**config.mk**
```make
export PLATFORM = sky130hd
export DESIGN_NAME = mtm_alu_ctrl
export DESIGN_NICKNAME = d
export VERILOG_FILES = /design/src/rtl/mtm_alu_pkg.sv /design/src/rtl/mtm_alu_ctrl_timer.sv /design/src/rtl/mtm_alu_ctrl.sv
export SDC_FILE = /design/constraint.sdc
export NUM_CORES = 1
export LEC_CHECK = 0
export CAP_MARGIN = 20
export CELL_PAD_IN_SITES_DETAIL_PLACEMENT = 0
export CELL_PAD_IN_SITES_GLOBAL_PLACEMENT = 1
export CORE_UTILIZATION = 35
export DETAILED_ROUTE_END_ITERATION = 7
export PLACE_DENSITY = 0.87
export SYNTH_ARGS = -nofsm -noshare
export SYNTH_HDL_FRONTEND = slang
export SYNTH_SLANG_ARGS = --single-unit
```
**constraint.sdc**
```tcl
create_clock -name clk -period 1.8 [get_ports clk]
set_input_delay 0.36 -clock clk [delete_from_list [all_inputs] [get_ports clk]]
set_output_delay 0.36 -clock clk [all_outputs]
set_load 0.05 [all_outputs]
```
**src/rtl/mtm_alu_pkg.sv**
```systemverilog
// Shared types for the ALU frame controller: FSM state encoding and error-flag layout.
package mtm_alu_pkg;

  typedef enum logic [1:0] {
    IDLE = 2'd0,
    CALC = 2'd1,
    LOAD = 2'd2,
    TX   = 2'd3
  } state_t;

  localparam int ERR_W    = 4;
  localparam int ERR_DATA = 3;
  localparam int ERR_CRC  = 2;
  localparam int ERR_OP   = 1;
  localparam int ERR_TMO  = 0;

endpackage

```
**src/rtl/mtm_alu_ctrl_timer.sv**
```systemverilog
// CALC watchdog: counts enabled cycles since the last clear and flags expiry
// on the TIMEOUT_CYC-th enabled cycle.
module mtm_alu_ctrl_timer #(
  parameter int TIMEOUT_CYC = 16
) (
  input  logic clk,
  input  logic rst,
  input  logic clear,
  input  logic enable,
  output logic expire
);

  localparam int W = $clog2(TIMEOUT_CYC + 1);
  localparam logic [W-1:0] LAST = W'(TIMEOUT_CYC - 1);

  logic [W-1:0] count_reg;

  assign expire = enable && (count_reg == LAST);

  always_ff @(posedge clk or posedge rst) begin
    if (rst) begin
      count_reg <= '0;
    end else if (clear) begin
      count_reg <= '0;
    end else if (enable && !expire) begin
      count_reg <= count_reg + W'(1);
    end
  end

endmodule

```
**src/rtl/mtm_alu_ctrl.sv**
```systemverilog
// Frame sequencer between deserializer, ALU core and serializer.
// Optional CALC watchdog enabled by defining MTM_ALU_CTRL_TIMEOUT_EN.
module mtm_alu_ctrl
  import mtm_alu_pkg::*;
#(
  parameter int TIMEOUT_CYC = 16,
  parameter int CNT_W       = 16
) (
  input  logic             clk,
  input  logic             rst,
  input  logic             des_valid,
  input  logic [2:0]       des_err,
  output logic             des_ready,
  output logic             core_start,
  input  logic             core_done,
  output logic             ser_load,
  output logic             ser_err_frame,
  output logic [ERR_W-1:0] ser_err_flags,
  input  logic             ser_busy,
  output logic             busy,
  output logic             drop,
  output logic [CNT_W-1:0] frame_cnt,
  output logic [CNT_W-1:0] err_cnt
);

  state_t state_reg;
  logic   tx_first_reg;
  logic   tmo_expire;
  logic   calc_entry;

  assign calc_entry = (state_reg == IDLE) && des_valid && !(|des_err);
  // Only combinational output: lets the load fire the very cycle ser_busy drops.
  assign ser_load   = (state_reg == LOAD) && !ser_busy;

`ifdef MTM_ALU_CTRL_TIMEOUT_EN
  mtm_alu_ctrl_timer #(
    .TIMEOUT_CYC(TIMEOUT_CYC)
  ) u_timer (
    .clk    (clk),
    .rst    (rst),
    .clear  (calc_entry),
    .enable (state_reg == CALC),
    .expire (tmo_expire)
  );
`else
  logic unused_timeout_cyc;
  assign unused_timeout_cyc = |TIMEOUT_CYC;
  assign tmo_expire         = 1'b0;
`endif

  always_ff @(posedge clk or posedge rst) begin
    if (rst) begin
      state_reg     <= IDLE;
      tx_first_reg  <= 1'b0;
      des_ready     <= 1'b1;
      core_start    <= 1'b0;
      ser_err_frame <= 1'b0;
      ser_err_flags <= '0;
      busy          <= 1'b0;
      drop          <= 1'b0;
      frame_cnt     <= '0;
      err_cnt       <= '0;
    end else begin
      core_start <= 1'b0;
      if (des_valid && state_reg != IDLE) drop <= 1'b1;

      case (state_reg)
        IDLE: begin
          if (des_valid) begin
            des_ready <= 1'b0;
            busy      <= 1'b1;
            if (|des_err) begin
              ser_err_frame          <= 1'b1;
              ser_err_flags          <= '0;
              ser_err_flags[ERR_DATA] <= des_err[2];
              ser_err_flags[ERR_CRC]  <= des_err[1];
              ser_err_flags[ERR_OP]   <= des_err[0];
              state_reg              <= LOAD;
            end else begin
              core_start <= 1'b1;
              state_reg  <= CALC;
            end
          end
        end
        CALC: begin
          // A result arriving on the expiry cycle still counts as a good frame.
          if (core_done) begin
            ser_err_frame <= 1'b0;
            ser_err_flags <= '0;
            state_reg     <= LOAD;
          end else if (tmo_expire) begin
            ser_err_frame          <= 1'b1;
            ser_err_flags          <= '0;
            ser_err_flags[ERR_TMO] <= 1'b1;
            state_reg              <= LOAD;
          end
        end
        LOAD: begin
          if (!ser_busy) begin
            tx_first_reg <= 1'b1;
            state_reg    <= TX;
          end
        end
        TX: begin
          tx_first_reg <= 1'b0;
          // ser_busy only rises the cycle after the load, so skip the first TX cycle.
          if (!tx_first_reg && !ser_busy) begin
            state_reg     <= IDLE;
            des_ready     <= 1'b1;
            busy          <= 1'b0;
            ser_err_frame <= 1'b0;
            ser_err_flags <= '0;
            frame_cnt     <= frame_cnt + CNT_W'(1);
            if (ser_err_frame && err_cnt != '1) err_cnt <= err_cnt + CNT_W'(1);
          end
        end
        default: state_reg <= IDLE;
      endcase
    end
  end

endmodule

```
==> reports/metrics.cfg <==
[final_layout]
multi_input_area_um2=1090
nFillCells=553
nNetsFinal=280
area_growth_pct=39.7
layout-drive-gt1-share=0.406
seqCellArea_um2=1090
n_antenna_cell=0
top_regs=err_cnt (16), frame_cnt (16), ser_err_flags (3)

[floorplan]
core_um2=5920
die_area_um2=6440
dieWidth_um=80.2
num_rows=28
fp.dieH_um=80.2
initial_core_util=0.362
ioPinCount=50

[synth]
ys_warn_count=0
ys_ff_latch=43
synth_cell_type_count=38
synth-main-ff-cell=dfrtp_1
synth_nets=204
synth_edf_count=0
syn_avg_cell_area_um2=11.3
ys_seq_area_frac=0.503
async_flop_share=1.00
synthCells=189
syn_area_um2=2140

[sta]
setup_violations=0
skew_ns=0.00761
slew_violations=0
fin_crit_sh=0.971
setup_tns_ns=0
period_needed_ns=1.75
fmax_mhz=572
rsz0062_at_grt=true
hold_violations=0

[global_routing]
overflow=0
grt.total_usage=0.140
grt_max_degree=44
grt_antenna_before_repair=0
grt_pass1_vias=1495
grt_pass1_wl_mm=6.97

[route]
via_per_inst=4.77
drc=0
vias=1626
wire_per_inst_um=12.6
antenna_left=0
finalWirelength_mm=4.29
first_pass_iters=4
drt_iter0_markers=82

[clock_network]
cts_max_path_buffers=2
clockRootBuffer=clkbuf_8
cts_tree=yes
worstSkewPairLatency_ns=0.29
cts_buffers=5
clkSinkCount=43
clk_pin_slew_ns=0.09
htreeDepth=2

[critical_path]
worst_setup_path_end_kind=output port
critPathBufInv=2
r2r-start=state_reg[1]
r2r_end=err_cnt[6]
crit_path_start_kind=register
cp_data_required_time_ns=1.44
path_class=reg -> out
crit_family=flip-flops
cp_num_cells=4
slowest_stage=dfrtp_1
critPathMaxStageDelay_ns=0.40
reg2regPathDepth=5
cp_cell_sequence=inv_1 > ha_4 > nor2b_4 > buf_12
reg2reg_slack_ns=0.07
cp.arrival_ns=1.39
path_max_fanout=5

[pwr]
p_per_area_nw_per_um2=1270
irDropWorstVdd_mv=0.975
leakage_nw=1.42
p_total_w=0.00379

[status]
status=finished clean

[place]
io_buffers=48
gp_congestion=0.756
dp_hpwl_mm=3.05

[flow_run]
maxCapViolations=0

[hold_path]
hp-class=in -> async

-- cells in the final DEF (no fill, tap or decap), types with 4 or more instances in the layout --
master / instances
a21oi_1: 4
buf_4: 61
clkbuf_8: 5
clkdlybuf4s50_1: 6
dfrtp_1: 30
dfrtp_2: 12
ha_1: 5
inv_1: 10
mux2i_1: 7
nand2_1: 18
nand3_1: 11
nand4_1: 7
nor2_1: 7
xnor2_1: 13
xor2_1: 15
-- cell type report --
cell class	count	share of cell area
Clock buffer	6	0.0243
Clock inverter	2	0.00418
Inverter	11	0.0138
Multi-Input combinational cell	133	0.364
Sequential cell	43	0.365
Tap cell	75	0.0314
Timing Repair Buffer	71	0.197
-- where the power goes --
part,switching (W),leakage (nW),internal (W)
logic,0.00106,0.848,0.000758
registers,0.000192,0.533,0.00117
clock network,0.000334,0.0412,0.000272
total,0.00159,1.42,0.00220
-- through the flow --
step,instances,area [µm²],hold WS (ns),utilization,setup WS (ns)
floorplan,189,2160,0.494,-,-0.0155
global placement,328,2790,0.459,0.471,-0.276
detailed placement,328,2790,0.469,0.471,-0.365
CTS,337,2900,0.434,0.490,0.00836
global route,341,2990,0.450,0.505,-0.0329
finish,341,2990,0.421,0.505,0.0528
-- cell families after synthesis --
family	share of synthesized area
flops	0.503
xor+xnor	0.114
buf+inv	0.0251
fa+ha+maj	0.0409
simple gates	0.184
other cells	0.00175
mux	0.0537
compound gates	0.0771
-- cells in the mapped netlist (2+ instances only) --
| library cell | n | area, µm² |
|---|---|---|
| xor2_1 | 15 | 131 |
| nor3_1 | 4 | 20.0 |
| nand2b_1 | 2 | 12.5 |
| dfrtp_1 | 42 | 1050 |
| nand3_1 | 11 | 55.1 |
| and3_1 | 2 | 12.5 |
| nand2_1 | 18 | 67.6 |
| nor4_1 | 3 | 18.8 |
| nor2_1 | 8 | 30.0 |
| xnor2_1 | 13 | 114 |
| nand4_1 | 7 | 43.8 |
| mux2_2 | 2 | 22.5 |
| mux2_1 | 2 | 22.5 |
| a21oi_1 | 5 | 25.0 |
| a2111oi_4 | 2 | 55.1 |
| o21ai_0 | 3 | 15.0 |
| ha_1 | 7 | 87.6 |
| inv_1 | 11 | 41.3 |
| mux2i_1 | 7 | 70.1 |
| and4_1 | 3 | 26.3 |
| a211oi_1 | 5 | 37.5 |
-- worst max path at each step --
stage,from,end
2_1_floorplan,err_cnt[0],err_cnt[1]
3_3_place_gp,ser_busy,err_cnt[15]
6_report,state_reg[0],ser_load
3_5_place_dp,ser_busy,err_cnt[15]
5_1_grt,state_reg[1],err_cnt[6]
4_1_cts,state_reg[1],err_cnt[5]
-- per-layer routing --
layer  global-route usage  wire length (µm)  vias to the layer above  share of wire
met5                    0                 0                        -              0
met4               0.0429                36                        0         0.0084
met3               0.0284               163                        5          0.038
met2                0.226              2030                       34           0.47
met1                0.188              2060                      786           0.48
li1                     -                 -                      801              -
-- worst register-to-register path, delay by kind of cell (launching register included) --
family          cells  cell delay (ns)
simple gates        2             0.52
xor+xnor            1             0.16
flops               1             0.38
compound gates      1             0.39
fa+ha+maj           1             0.20
-- repair_timing --
action                     CTS  global route
setup endpoints to repair    3            12
resized for setup            4            12
gates cloned                 0             0
hold buffers                 0             0
pin swaps                    0             2
setup buffers                1             4
No activity file was read; power rests on OpenSTA's default activity.
